File: config.mk
export PLATFORM = sky130hd
export DESIGN_NAME = cra_sequencer_flat
export DESIGN_NICKNAME = d
export VERILOG_FILES = /design/src/rtl/cra_pkg.sv /design/src/rtl/cra_sequencer_if.sv /design/src/rtl/cra_stack.sv /design/src/rtl/cra_sequencer.sv /design/src/flat_wrapper.sv
export SDC_FILE = /design/constraint.sdc
export NUM_CORES = 1
export LEC_CHECK = 0
export CAP_MARGIN = 15
export CORE_ASPECT_RATIO = 1.5
export CORE_MARGIN = 3
export CORE_UTILIZATION = 40
export CTS_BUF_LIST = sky130_fd_sc_hd__clkbuf_8 sky130_fd_sc_hd__clkbuf_16
export DETAILED_ROUTE_END_ITERATION = 10
export PLACE_DENSITY_LB_ADDON = 0.2
export SYNTH_ARGS = -nofsm -noshare
export SYNTH_HDL_FRONTEND = slang
export SYNTH_HIERARCHICAL = 1
export SYNTH_SLANG_ARGS = --single-unit
File: constraint.sdc
create_clock -name eboxClk -period 5 [get_ports eboxClk]
set_clock_uncertainty 0.15 [all_clocks]
set_input_delay 1 -clock eboxClk [delete_from_list [all_inputs] [get_ports eboxClk]]
set_output_delay 1 -clock eboxClk [all_outputs]
set_load 0.01 [all_outputs]
File: src/rtl/cra_pkg.sv
// Shared types and dispatch codes for the CRA microsequencer.
package cra_pkg;

    localparam int unsigned CRA_W  = 12;
    localparam int unsigned DISP_W = 5;
    localparam int unsigned NUM_MW = 6;

    typedef logic [0:CRA_W-1] cra_t;

    typedef enum logic [DISP_W-1:0] {
        DISP_NONE   = 5'd0,
        DISP_RETURN = 5'd1,
        DISP_DRAMJ  = 5'd2,
        DISP_MW0    = 5'd3,
        DISP_MW1    = 5'd4,
        DISP_MW2    = 5'd5,
        DISP_MW3    = 5'd6,
        DISP_MW4    = 5'd7,
        DISP_MW5    = 5'd8
    } disp_e;

    // Nibble of the multiway source selected by an MW dispatch code; zero otherwise.
    function automatic logic [0:3] mw_nibble(input logic [0:DISP_W-1] disp,
                                             input logic [0:4*NUM_MW-1] src);
        mw_nibble = '0;
        for (int k = 0; k < NUM_MW; k++) begin
            if (disp == DISP_W'(int'(DISP_MW0) + k)) mw_nibble = src[4*k +: 4];
        end
    endfunction

endpackage

File: src/rtl/cra_sequencer_if.sv
// Microword fields, dispatch sources and control-store address bus of the CRA sequencer.
interface cra_sequencer_if #(
    parameter int unsigned NCOND = 64
);
    import cra_pkg::*;

    cra_t             CRAM_J;
    logic [0:5]       CRAM_SKIP;
    logic [0:4]       CRAM_DISP;
    logic             CRAM_CALL;
    logic [0:NCOND-1] skipCond;
    logic [0:23]      dispSrc;
    cra_t             dramJ;
    logic             crStall;
    logic             forceEn;
    cra_t             forceAdr;
    logic             stackClr;
    cra_t             CRADR;
    cra_t             curAdr;
    logic             cramValid;
    logic             stackErr;

    modport master (
        input  CRAM_J, CRAM_SKIP, CRAM_DISP, CRAM_CALL, skipCond, dispSrc, dramJ,
        input  crStall, forceEn, forceAdr, stackClr,
        output CRADR, curAdr, cramValid, stackErr
    );

    modport slave (
        output CRAM_J, CRAM_SKIP, CRAM_DISP, CRAM_CALL, skipCond, dispSrc, dramJ,
        output crStall, forceEn, forceAdr, stackClr,
        input  CRADR, curAdr, cramValid, stackErr
    );

endinterface

File: src/rtl/cra_stack.sv
// Circular microsubroutine return stack: overflow overwrites the oldest entry, sp saturates.
module cra_stack import cra_pkg::*; #(
    parameter int unsigned DEPTH = 16
) (
    input  logic clk,
    input  logic rst_n,
    input  logic push,
    input  logic pop,
    input  logic clr,
    input  cra_t din,
    output cra_t top,
    output logic empty,
    output logic full,
    output logic err
);

    localparam int unsigned PW = $clog2(DEPTH);
    localparam int unsigned SW = PW + 1;

    cra_t          mem_q [DEPTH];
    logic [PW-1:0] wp_q, wp_d, top_idx, wr_idx;
    logic [SW-1:0] sp_q, sp_d;
    logic          err_q, err_d, wr_en;

    assign top_idx = wp_q - PW'(1);
    assign empty   = (sp_q == '0) | clr;
    assign full    = (sp_q == SW'(DEPTH));
    assign top     = mem_q[top_idx];
    assign err     = err_q;

    always_comb begin
        wp_d   = wp_q;
        sp_d   = sp_q;
        err_d  = err_q;
        wr_en  = 1'b0;
        wr_idx = wp_q;
        if (clr) begin
            wp_d  = '0;
            sp_d  = '0;
            err_d = 1'b0;
            if (push) begin
                wr_en  = 1'b1;
                wr_idx = '0;
                wp_d   = PW'(1);
                sp_d   = SW'(1);
            end
        end else if (push && pop && !empty) begin
            // Popped slot is refilled in place; depth is unchanged.
            wr_en  = 1'b1;
            wr_idx = top_idx;
        end else begin
            if (pop) begin
                if (empty) begin
                    err_d = 1'b1;
                end else begin
                    wp_d = top_idx;
                    sp_d = sp_q - SW'(1);
                end
            end
            if (push) begin
                wr_en = 1'b1;
                wp_d  = wp_q + PW'(1);
                if (full) err_d = 1'b1;
                else      sp_d  = sp_q + SW'(1);
            end
        end
    end

    always_ff @(posedge clk or negedge rst_n) begin
        if (!rst_n) begin
            wp_q  <= '0;
            sp_q  <= '0;
            err_q <= 1'b0;
            for (int i = 0; i < int'(DEPTH); i++) mem_q[i] <= '0;
        end else begin
            wp_q  <= wp_d;
            sp_q  <= sp_d;
            err_q <= err_d;
            if (wr_en) mem_q[wr_idx] <= din;
        end
    end

endmodule

File: src/rtl/cra_sequencer.sv
// CRA microsequencer: next control-RAM address mux, skip OR, call/return stack, curAdr.
module cra_sequencer import cra_pkg::*; #(
    parameter int unsigned STACK_DEPTH = 16,
    parameter int unsigned NCOND       = 64
) (
    input logic            eboxClk,
    input logic            eboxReset_n,
    cra_sequencer_if.master bus
);

    logic             valid_q;
    cra_t             cur_q;
    cra_t             dispatched;
    cra_t             cradr;
    logic [0:NCOND-1] cond;
    logic             skip_hit;
    logic             active, push, pop;
    cra_t             stk_top;
    logic             stk_empty, stk_full, stk_err;
    logic             unused_full;

    assign cond        = bus.skipCond;
    assign unused_full = stk_full;

    // Stack traffic only for a valid word that is neither forced nor stalled.
    assign active = valid_q & ~bus.forceEn & ~bus.crStall;
    assign pop    = active & (bus.CRAM_DISP == DISP_RETURN);
    assign push   = active & bus.CRAM_CALL;

    cra_stack #(
        .DEPTH (STACK_DEPTH)
    ) u_stack (
        .clk   (eboxClk),
        .rst_n (eboxReset_n),
        .push  (push),
        .pop   (pop),
        .clr   (bus.stackClr),
        .din   (cur_q),
        .top   (stk_top),
        .empty (stk_empty),
        .full  (stk_full),
        .err   (stk_err)
    );

    always_comb begin
        dispatched = bus.CRAM_J;
        case (bus.CRAM_DISP)
            DISP_RETURN: dispatched = bus.CRAM_J | (stk_empty ? '0 : stk_top);
            DISP_DRAMJ:  dispatched = bus.CRAM_J | bus.dramJ;
            DISP_MW0, DISP_MW1, DISP_MW2, DISP_MW3, DISP_MW4, DISP_MW5:
                dispatched = bus.CRAM_J | {8'b0, mw_nibble(bus.CRAM_DISP, bus.dispSrc)};
            default: ;
        endcase
    end

    assign skip_hit = (bus.CRAM_SKIP != '0) & cond[bus.CRAM_SKIP];

    always_comb begin
        cradr = dispatched | {11'b0, skip_hit};
        if (!valid_q)         cradr = '0;
        else if (bus.forceEn) cradr = bus.forceAdr;
        else if (bus.crStall) cradr = cur_q;
    end

    always_ff @(posedge eboxClk or negedge eboxReset_n) begin
        if (!eboxReset_n) begin
            valid_q <= 1'b0;
            cur_q   <= '0;
        end else begin
            valid_q <= 1'b1;
            cur_q   <= cradr;
        end
    end

    assign bus.CRADR     = cradr;
    assign bus.curAdr    = cur_q;
    assign bus.cramValid = valid_q;
    assign bus.stackErr  = stk_err;

endmodule

File: src/flat_wrapper.sv
// flat-port wrapper written by rule: the top's interface ports become plain ports
module cra_sequencer_flat import cra_pkg::*;
#(
    parameter int unsigned STACK_DEPTH = 16,
    parameter int unsigned NCOND       = 64
)
  (eboxClk, eboxReset_n, bus_CRAM_J, bus_CRAM_SKIP, bus_CRAM_DISP, bus_CRAM_CALL, bus_skipCond, bus_dispSrc, bus_dramJ, bus_crStall, bus_forceEn, bus_forceAdr, bus_stackClr, bus_CRADR, bus_curAdr, bus_cramValid, bus_stackErr);
  cra_sequencer_if #(.NCOND(NCOND)) bus_i ();
  input logic eboxClk;
  input logic eboxReset_n;
  input wire logic [$bits(bus_i.CRAM_J)-1:0] bus_CRAM_J;
  input wire logic [$bits(bus_i.CRAM_SKIP)-1:0] bus_CRAM_SKIP;
  input wire logic [$bits(bus_i.CRAM_DISP)-1:0] bus_CRAM_DISP;
  input wire logic [$bits(bus_i.CRAM_CALL)-1:0] bus_CRAM_CALL;
  input wire logic [$bits(bus_i.skipCond)-1:0] bus_skipCond;
  input wire logic [$bits(bus_i.dispSrc)-1:0] bus_dispSrc;
  input wire logic [$bits(bus_i.dramJ)-1:0] bus_dramJ;
  input wire logic [$bits(bus_i.crStall)-1:0] bus_crStall;
  input wire logic [$bits(bus_i.forceEn)-1:0] bus_forceEn;
  input wire logic [$bits(bus_i.forceAdr)-1:0] bus_forceAdr;
  input wire logic [$bits(bus_i.stackClr)-1:0] bus_stackClr;
  output wire logic [$bits(bus_i.CRADR)-1:0] bus_CRADR;
  output wire logic [$bits(bus_i.curAdr)-1:0] bus_curAdr;
  output wire logic [$bits(bus_i.cramValid)-1:0] bus_cramValid;
  output wire logic [$bits(bus_i.stackErr)-1:0] bus_stackErr;
  assign bus_i.CRAM_J = bus_CRAM_J;
  assign bus_i.CRAM_SKIP = bus_CRAM_SKIP;
  assign bus_i.CRAM_DISP = bus_CRAM_DISP;
  assign bus_i.CRAM_CALL = bus_CRAM_CALL;
  assign bus_i.skipCond = bus_skipCond;
  assign bus_i.dispSrc = bus_dispSrc;
  assign bus_i.dramJ = bus_dramJ;
  assign bus_i.crStall = bus_crStall;
  assign bus_i.forceEn = bus_forceEn;
  assign bus_i.forceAdr = bus_forceAdr;
  assign bus_i.stackClr = bus_stackClr;
  assign bus_CRADR = bus_i.CRADR;
  assign bus_curAdr = bus_i.curAdr;
  assign bus_cramValid = bus_i.cramValid;
  assign bus_stackErr = bus_i.stackErr;
  cra_sequencer #(.STACK_DEPTH(STACK_DEPTH), .NCOND(NCOND)) u_core (.eboxClk(eboxClk), .eboxReset_n(eboxReset_n), .bus(bus_i));
endmodule
==> results.ini <==
[grt]
grt_use_total_pct = 20.34
antenna_found_initial = 1
grt_max_degree = 126
grt_pass1_vias = 8842
grt_pass1_wl_um = 51710
gr-total-overflow = 0

[clocking]
clockBufferDepth = 3
numClockSinks = 215
root_buffer = clkbuf_16
cts_inserted_buffers = 22
htreeDepth = 1
hold_buffers = 0
clk_pin_slew_ns = 0.06
worstSkewPairLatency_ns = 0.51
cts_tree = yes

[worst_setup_path]
critPathMaxFanout = 15
start_kind = register
crit_type = reg -> out
reg2reg_slack_ns = 1.73
arrival_ns = 3.72
required_ns = 3.85
cp-end-kind = output port

[detailed_routing]
first_iter_violations = 490
ant_nets = 0
drc = 0
vias_per_cell = 5.570
vias = 8177
wirelength_um = 32200
firstDrtPassIters = 5
wl_per_cell_um = 21.93

[timing]
setup_viol = 0
tightest_slew_ns = 1.016
post-route-period-util_pct = 97.48
hold_viol = 0
fin_crit_ns = 4.874
relSlewSlack_pct = 32.24
whs_ns = 0.3289
fmax_ghz = 0.2052
rsz0062_at_grt = no
tns_ns = 0
drv_slew = 0

[final_layout]
final_area_sq_mm = 0.01494
nFillCells = 2471
area_delta_synth_final_pct = 26.99
drive_gt1_share_pct = 30.36
nNetsFinal = 1206

[die]
dieWidth_um = 146.0
die_area_sq_mm = 0.03154
fp.dieH_um = 216.0
io_pins = 167
core_area_sq_mm = 0.02881
rows = 76
initial_core_util_pct = 40.82

[synthesis]
synth_nets = 1035
syn_area_per_cell_sq_um = 13.21
synth_cells = 890
synth_area_sq_mm = 0.01176
yosysWarnings = 6

[outcome]
run_status = complete, no violations

[place]
io_buffers = 166
place_congestion = 0.8861
dp_hpwl_um = 22130
place_area_sq_mm = 0.01399

[pwr]
p_leak_nw = 6.569
peakVddDrop_v = 0.0001810
power_density_mw_per_mm2 = 265.6
p_total_mw = 3.967

[hold_path]
worstHoldPathType = reg -> reg

[flow_run]
drv_cap = 0

==> path summary, 6_finish.rpt <==
check / cells past startpoint / endpoint / start
hold reg to reg: 1 / u_core/u_stack/mem_q[116]$_DFFE_PN0P_ / u_core/u_stack/mem_q[116]$_DFFE_PN0P_
setup reg to reg: 8 / u_core/u_stack/mem_q[120]$_DFFE_PN0P_ / u_core/bus.cramValid$_DFF_PN0_
hold / removal: 1 / u_core/u_stack/mem_q[116]$_DFFE_PN0P_ / u_core/u_stack/mem_q[116]$_DFFE_PN0P_
min in group asynchronous: 1 / u_core/bus.cramValid$_DFF_PN0_ / eboxReset_n
max in group asynchronous: 2 / u_core/u_stack/wp_q[0]$_DFFE_PN0P_ / eboxReset_n
setup / recovery: 12 / bus_CRADR[5] / u_core/u_stack/wp_q[0]$_DFFE_PN0P_
==> area by class of cell <==
class	instances	area [sq um]	area share [%]
multi-input cells	591	6075	40.67
flip-flops and latches	215	5385	36.06
repair buffers	222	2236	14.97
clock buffers	28	633.1	4.239
well taps	390	488.0	3.267
clock inverters	12	82.58	0.5529
inverters	9	33.78	0.2262
diodes	1	2.502	0.01675
==> per-layer routing <==
| metal | up-vias | global-route usage [%] | wire (um) |
|---|---|---|---|
| met3 | 36 | 2.920 | 1460 |
| met4 | 0 | 4.834 | 711 |
| met5 | - | 0 | 0 |
| met1 | 4214 | 24.53 | 12880 |
| met2 | 202 | 38.19 | 17150 |
| li1 | 3725 | - | - |
==> critical path: stages, from the launching register on <==
cell	delay, ns
dfrtp_4	0.48
inv_2	0.08
ha_4	0.35
buf_12	0.19
mux4_2	0.30
and2_1	0.17
a211oi_1	0.35
a21oi_1	0.08
nand3b_1	0.12
a21oi_1	0.07
o311ai_0	0.31
a21boi_0	0.18
clkdlybuf4s50_1	0.51
==> placed cells by master (no fill, tap or decap), types with 20 or more instances in the layout <==
master	n
clkbuf_16	22
clkdlybuf4s50_1	163
nand2_1	36
a21oi_1	30
mux2_1	60
dfrtp_1	213
buf_4	47
mux2_2	117
mux2_4	20
mux4_2	57
==> sequential cells by signal, summed over array words and instances, names as in the netlist <==
register	cells
u_core/u_stack/wp_q	4
u_core/bus.curAdr	12
u_core/u_stack/mem_q	192
u_core/u_stack/err	1
u_core/u_stack/sp_q	5
u_core/bus.cramValid	1
==> metrics by stage <==
step / util (%) / instances / setup WS (ns)
after floorplan: - / 890 / 0.9547
after global placement: 48.57 / 1418 / 0.2388
after detailed placement: 48.57 / 1418 / 0.2054
after CTS: 51.55 / 1463 / -0.01230
after global routing: 51.84 / 1468 / 0.003454
final: 51.84 / 1468 / 0.1260
==> report_power, final <==
part	internal, mW	leakage [nW]	switching, mW
clock	0.901	0.358	0.689
combinational	0.289	3.24	0.261
sequential	1.77	2.97	0.0533
==> what timing repair did <==
item | 4_1_cts | 5_1_grt
buffers inserted | 3 | 4
cloned | 2 | 0
resized for setup | 11 | 12
pin swaps | 2 | 0
setup endpoints to repair | 11 | 12
No activity file was read; power rests on OpenSTA's default activity.
